===== src/rtl/manchester_rx.sv =====
// Manchester line decoder: recovers DATA_BITS-wide frames from an
// oversampled line, validating the sync symbol and every mid-bit transition.
module manchester_rx #(
  parameter int HALF_CYC  = 8,
  parameter int DATA_BITS = 8
) (
  input  logic                 clk,
  input  logic                 rst,
  input  logic                 mode,
  input  logic                 line_in,
  output logic [DATA_BITS-1:0] data_out,
  output logic                 data_valid,
  output logic                 code_err,
  output logic                 busy
);

  localparam int CW = $clog2(HALF_CYC);
  localparam int BW = $clog2(DATA_BITS + 1);
  localparam logic [CW-1:0] START_LOAD = CW'(HALF_CYC / 2 - 1);
  localparam logic [CW-1:0] HALF_LOAD  = CW'(HALF_CYC - 1);
  localparam logic [BW-1:0] LAST_BIT   = BW'(DATA_BITS - 1);

  typedef enum logic [1:0] {
    IDLE,
    START,
    DATA
  } state_t;

  state_t               state;
  logic                 sync1;
  logic                 sync2;
  logic                 hist;
  logic                 mode_q;
  logic [CW-1:0]        cnt;
  logic                 phase;
  logic                 first_q;
  logic [BW-1:0]        bit_cnt;
  logic [DATA_BITS-1:0] shift;
  logic                 rise_det;
  logic                 tick;
  logic                 dec_bit;

  assign rise_det = sync2 & ~hist;
  assign tick     = (cnt == '0);
  assign dec_bit  = sync2 ^ mode_q;

  // Two-flop synchroniser plus history flop for rising-edge detection.
  always_ff @(posedge clk or posedge rst) begin
    if (rst) begin
      sync1 <= 1'b0;
      sync2 <= 1'b0;
      hist  <= 1'b0;
    end else begin
      sync1 <= line_in;
      sync2 <= sync1;
      hist  <= sync2;
    end
  end

  // Frame FSM: half-bit centre sampling, sync check, pairwise symbol decode.
  always_ff @(posedge clk or posedge rst) begin
    if (rst) begin
      state      <= IDLE;
      mode_q     <= 1'b0;
      cnt        <= '0;
      phase      <= 1'b0;
      first_q    <= 1'b0;
      bit_cnt    <= '0;
      shift      <= '0;
      data_out   <= '0;
      data_valid <= 1'b0;
      code_err   <= 1'b0;
      busy       <= 1'b0;
    end else begin
      data_valid <= 1'b0;
      code_err   <= 1'b0;
      case (state)
        IDLE: begin
          busy <= 1'b0;
          if (rise_det) begin
            mode_q <= mode;
            cnt    <= START_LOAD;
            phase  <= 1'b0;
            state  <= START;
            busy   <= 1'b1;
          end
        end
        START: begin
          if (tick) begin
            cnt <= HALF_LOAD;
            if (!phase) begin
              if (!sync2) begin
                code_err <= 1'b1;
                busy     <= 1'b0;
                state    <= IDLE;
              end else begin
                phase <= 1'b1;
              end
            end else if (sync2) begin
              code_err <= 1'b1;
              busy     <= 1'b0;
              state    <= IDLE;
            end else begin
              phase   <= 1'b0;
              bit_cnt <= '0;
              state   <= DATA;
            end
          end else begin
            cnt <= cnt - CW'(1);
          end
        end
        DATA: begin
          if (tick) begin
            cnt <= HALF_LOAD;
            if (!phase) begin
              first_q <= sync2;
              phase   <= 1'b1;
            end else begin
              phase <= 1'b0;
              if (first_q == sync2) begin
                code_err <= 1'b1;
                busy     <= 1'b0;
                state    <= IDLE;
              end else begin
                shift <= {shift[DATA_BITS-2:0], dec_bit};
                if (bit_cnt == LAST_BIT) begin
                  // Publish directly from the shifted value so the frame
                  // completes one cycle after its final centre sample.
                  data_out   <= {shift[DATA_BITS-2:0], dec_bit};
                  data_valid <= 1'b1;
                  busy       <= 1'b0;
                  state      <= IDLE;
                end else begin
                  bit_cnt <= bit_cnt + BW'(1);
                end
              end
            end
          end else begin
            cnt <= cnt - CW'(1);
          end
        end
        default: begin
          busy  <= 1'b0;
          state <= IDLE;
        end
      endcase
    end
  end

endmodule


===== config.mk =====
export PLATFORM = sky130hd
export DESIGN_NAME = manchester_rx
export DESIGN_NICKNAME = d
export VERILOG_FILES = /design/src/rtl/manchester_rx.sv
export SDC_FILE = /design/constraint.sdc
export NUM_CORES = 1
export LEC_CHECK = 0
export ABC_AREA = 1
export BUFFER_PORTS_ARGS = -buffer_cell sky130_fd_sc_hd__buf_2
export CORE_UTILIZATION = 50
export CTS_CLUSTER_SIZE = 16
export DETAILED_ROUTE_END_ITERATION = 8
export GPL_ROUTABILITY_DRIVEN = 0
export GPL_TIMING_DRIVEN = 0
export PLACE_DENSITY_LB_ADDON = 0.2
export SYNTH_ARGS = -nofsm -noshare
export SYNTH_HDL_FRONTEND = slang
export SYNTH_SLANG_ARGS = --single-unit

===== constraint.sdc =====
create_clock -name clk -period 2.1 [get_ports clk]
set_input_delay 0.21 -clock clk [delete_from_list [all_inputs] [get_ports clk]]
set_output_delay 0.21 -clock clk [all_outputs]
set_load 0.02 [all_outputs]

# Word-level counts from Yosys, hierarchy flattened
# Index checks and enable logic that the tools add are counted.
word_totals:
  wordCells: 100
  n_memories: 0
  ram_bits: 0
  output_inout_bits: 11
  inputBits: 4
  latch_bits: 0
  romBits: 0
  regBits: 33
classes:
  eq_ne: 15
  order_cmp: 0
  div_mod_pow: 0
  addsub: 2
  n_bitwise: 5
  reduce_logical: 15
  mux: 49
  mul: 0
  shift: 0
op_table:
  columns: ["op", "count"]
  rows:
  - ["2-to-1 mux 4 bit", 7]
  - ["2-to-1 mux 1 bit", 25]
  - ["2-to-1 mux 2 bit", 9]
  - ["inequality test 2 bit, second input constant", 8]
  - ["AND reduction 6 bit", 2]
  - ["inequality test 3 bit, second input constant", 3]
  - ["case mux 4 bit (2 select lines)", 1]
  - ["AND reduction 4 bit", 2]
  - ["AND reduction 8 bit", 1]
  - ["2-to-1 mux 3 bit", 2]
  - ["case mux 1 bit (3 select lines)", 2]
  - ["case mux 2 bit (3 select lines)", 1]
  - ["case mux 3 bit (2 select lines)", 1]
  - ["AND reduction 5 bit", 1]
  - ["adder 4 x 1 -> 4 bit, second input constant", 1]
  - ["== test 4 x 3 -> 1 bit, second input constant", 1]
  - ["AND reduction 2 bit", 2]
  - ["nonzero test 2 bit", 2]
  - ["zero test 3 bit", 1]
  - ["inverter 1 bit", 3]
  - ["AND reduction 3 bit", 1]
  - ["nonzero test 3 bit", 1]
  - ["subtractor 3 x 1 -> 3 bit, second input constant", 1]
  - ["== test 2 x 1 -> 1 bit, second input constant", 1]
  - ["7 further kinds", 7]

# Longest topological paths before layout
logic_depth:
  ltp_word: 6
  ltp_mapped: 9

# Worst setup path after synthesis
# Ideal clock, no wire load.
synth_timing:
  path_type: "register to register"
  startpoint: "register state[0]"
  endpoint: "register data_out[0]"
  setup_time_ns: 0.124
  stages_incl_launch_ff: 10
  slack_ns: 0.589
  t_arrival_ns: 1.387
  path_buffers: 2
  synth_period_minus_slack_ns: 1.511
  path_cell_list: "dfrtp_1 > inv_1 > ha_1 > buf_6 > inv_4 > nor3_4 > nand3_4 > buf_6 > nand2_2 > o21ai_2"
synth_via:
  elab_chain_len: 2
synth_rtl:
  columns: ["element", "line", "text"]
  rows:
  - ["from (decl)", "29", "state_t state;"]
  - ["from (signal assigned)", "63", "state <= IDLE;"]
  - ["from (signal assigned)", "84", "state <= START;"]
  - ["from (signal assigned)", "95", "state <= IDLE;"]
  - ["== test 2 bit", "77", "case (state)"]
  - ["AND reduction 5 bit (no source line)", null, null]
  - ["to (signal assigned)", "129", "data_out <= {shift[DATA_BITS-2:0], dec_bit};"]
  - ["to (decl)", "11", "output logic [DATA_BITS-1:0] data_out,"]
# No other way between the ends.
# A chain may end at the register's enable or synchronous reset.

# Final worst setup path
# Same ends and word-level chain as after synthesis.

==> impl_results.md <==
- Total wirelength of the detailed-routed design: 2880 um
- IO Port Bufs: 14
- Worst reg2reg path startpoint: state[0]
- FF+latch count, synth: 33
- Area fraction in compound gates after synthesis: 11.3%
- Crit Path Category: reg2reg
- Sum of internal, switching and leakage power: 1.65 mW
- Final hold violation count: 0
- Starting DRC count in detailed routing: 69
- Slowest stage cell, crit path: sky130_fd_sc_hd__dfrtp_1
- Cell taking the most area after synthesis: sky130_fd_sc_hd__dfrtp_1
- Minimum setup slack in the final design: 0.395 ns
- Worst reg-to-reg setup slack: 0.39 ns
- Post-Place Worst Slack: 0.402 ns
- Die Span Y: 59.4 um
- Worst path arrival time: 1.93 ns
- Total routing resource utilization after global routing: 19.6%
- Later-pin clock latency in the skew report: 0.34 ns
- Unrepaired setup endpoints after global routing: false
- Setup-failing EPs final: 0
- Total die area: 0.00352 mm2
- Top post-synthesis cells by count: 48 x sky130_fd_sc_hd__nand2_1, 33 x sky130_fd_sc_hd__dfrtp_1, 21 x sky130_fd_sc_hd__inv_1
- Final non-filler cell area: 0.00186 mm2
- Main combinational cell family by area after synthesis: simple AND/OR/NAND/NOR gates
- Family with the most delay on the worst path: buffers and inverters
- Run status: complete, no violations
- Maximum vdd ir drop: 0.542 mV
- Wire length per cell after detailed routing: 11.6 um
- Clock tree from TritonCTS: yes
- Post-route clock skew: 0.00950 ns
- Detailed placement HPWL: 2110 um
- Hold Path Stages: 3
- Synth async-reset ratio: 100%
- Ranking of synthesized cells by area: sky130_fd_sc_hd__dfrtp_1 50%, sky130_fd_sc_hd__nand2_1 11%, sky130_fd_sc_hd__o21ai_2 6.9%
- Basic-gate share of the synthesized area counting and, or, nand and nor cells: 23.5%
- Xor/xnor cell area share of the yosys netlist: 0.532%
- Post-DRT Antenna Nets: 0
- Endpoint kind of the worst setup timing path: flop
- Global route total overflow: 0
- Share of cells above drive strength 1: 25.0%
- Portion of netlist area occupied by mux cells: 0%
- Worst Reg-to-Reg Cells: 9
- Post-synthesis instance area: 0.00165 mm2
- Startpoint Class: flop
- Vias post-DR: 1208
- Worst path cell trace: inv_1, ha_1, buf_6, inv_4, nor3_4, nand3_4, buf_6, nand2_2, o21ai_2
- Core utilization of the finished layout: 60.5%
- Avg Synthesized Cell Area: 9.19 um2
- Floorplan core area: 0.00308 mm2
- Worst hold slack: 0.0635 ns
- Ys Warns: 0
- Proportion of synthesized chip area in sequential cells: 50.2%
- H-tree level count: 2
- Predominant post-synthesis flop cell: sky130_fd_sc_hd__dfrtp_1
- Global-route wire length before repair: 5000 um
- Capture point of the worst reg-to-reg path: data_out[0]
- Signed area change from the synthesized netlist to the final layout: 13.2%
- Antenna violations before repair: 0
- Instance count after placement with tap cells included: 237
- Total power density per cell area: 886 mW/mm2
- Leakage Power: 0.955 nW
- Sink Count: 33
- Horizontal extent of the die: 59.4 um
- CTS root buffer: sky130_fd_sc_hd__clkbuf_4
- Max Root-Sink Buffers: 2
- Timing-limited maximum frequency: 0.586 GHz
- Most frequent cell after synthesis: sky130_fd_sc_hd__nand2_1
- Final Slew Violations: 0
- DRC violation count after routing: 0
- Number of gates resized after cts: 0
- Startpoint of the worst hold path: mode
- Largest incremental delay on the critical path: 0.41 ns
- Min-delay worst type: in2reg
- Post-synthesis net count: 192
- Clk pin slew, worst setup/hold paths: 0.10 ns
- Number of synthesized flops with an enable pin: 0
- Pin slew with the least headroom to its limit: 0.489 ns
- Distinct cells, synth: 24
- Row Count: 20
- Cell area reported after detailed placement: 0.00177 mm2
- Total of max-cap violations: 0
- Initial core utilization: 53.5%
- Count of boundary I/O pins: 15
- Count of placed standard cells in the final layout, fillers left out: 248
- Final TNS setup: 0 ns
- Period minus WS final: 1.71 ns
- Worst path bufs/invs: 4
- Library cell appearing most often on the critical path: sky130_fd_sc_hd__buf_6
- End point of the worst hold path: mode_q
- Synth Area in Adders: 6.84%
- Number of global-route vias before repair: 1182
- Via count normalized by instance count: 4.87
- Detailed Routing Iterations Pass 1: 4
- Maximum number of pins on one net before global-route repair: 34
- Count of mapped cells out of synthesis: 179
- Max-slew headroom at the worst pin: 67.2%
- Worst path depth: 9
- CTS buffer count: 5
- Highest fanout seen on the critical path: 10
- Worst path required time: 2.33 ns
- Portion of the clock cycle consumed by the worst path in the final layout: 81.2%
- Area share of the largest cell type after synthesis: 50.2%
- Number of nets in the finished design: 216
- Diodes inserted: 0
## layout by cell type, fill, tap and decap left out, types with 3 or more instances in the layout
cell type and instances:
sky130_fd_sc_hd__nand2_1 48, sky130_fd_sc_hd__dfrtp_1 33, sky130_fd_sc_hd__inv_1 20, sky130_fd_sc_hd__buf_2 14, sky130_fd_sc_hd__o21ai_2 13, sky130_fd_sc_hd__nand3_1 11
sky130_fd_sc_hd__ha_1 9, sky130_fd_sc_hd__o21ai_0 8, sky130_fd_sc_hd__nor2_1 7, sky130_fd_sc_hd__clkbuf_4 5, sky130_fd_sc_hd__nand2_2 4, sky130_fd_sc_hd__nand4_1 4
sky130_fd_sc_hd__a21oi_1 3, sky130_fd_sc_hd__buf_6 3
## worst reg2reg max path: stages, from the launching register on
cell                      delay, ns
sky130_fd_sc_hd__dfrtp_1       0.41
sky130_fd_sc_hd__inv_1         0.12
sky130_fd_sc_hd__ha_1          0.18
sky130_fd_sc_hd__buf_6         0.15
sky130_fd_sc_hd__inv_4         0.05
sky130_fd_sc_hd__nor3_4        0.23
sky130_fd_sc_hd__nand3_4       0.16
sky130_fd_sc_hd__buf_6         0.19
sky130_fd_sc_hd__nand2_2       0.07
sky130_fd_sc_hd__o21ai_2       0.05
## worst max path at each step
stage | startpoint | to | slack [ns]
global route | state[0] | data_out[7] | 0.24
global placement | state[0] | data_out[0] | 0.47
detailed placement | state[0] | data_out[0] | 0.40
floorplan | state[0] | data_out[0] | 0.59
finish | state[0] | data_out[0] | 0.39
CTS | state[0] | data_out[0] | 0.38
## what timing repair did
item,4_1_cts,5_1_grt
hold buffers,1,1
hold endpoints to repair,1,7
setup buffers,0,0
## power breakdown
| group | internal [mW] | leakage, nW | switching, mW |
|---|---|---|---|
| Clock | 0.127 | 0.0320 | 0.214 |
| Combinational | 0.192 | 0.481 | 0.349 |
| Sequential | 0.713 | 0.442 | 0.0546 |
## logic make-up after synthesis
kind of cell,count (synthesis)
flip-flops,33
AO/OA/AOI/OAI,27
buffers and inverters,27
XOR/XNOR,1
AND/OR/NAND/NOR,82
adder cells (fa/ha/maj),9
## layout make-up
class,instances,area (um2)
Multi-Input combinational cell,119,693
Timing Repair Buffer,17,110
Clock buffer,6,41.3
Sequential cell,33,826
Tap cell,44,55.1
Buffer,3,33.8
Clock inverter,2,10.0
Fill cell,270,1220
Inverter,24,92.6
## flip-flops by register name, indices dropped and copies added (netlist names)
signal and flops:
mode_q 1, shift 7, code_err 1, busy 1, hist 1, data_out 8, phase 1, cnt 3
bit_cnt 4, first_q 1, data_valid 1, state 2, sync2 1, sync1 1
## layer usage
layer | track usage [%] | part of all wire [%] | routed length [um]
met5 | 0 | 0 | 0
met1 | 23.6 | 48 | 1370
met2 | 31.8 | 47 | 1360
met3 | 4.59 | 2.9 | 84
met4 | 11.2 | 2.2 | 64
Power figures use the tool's default switching activity.
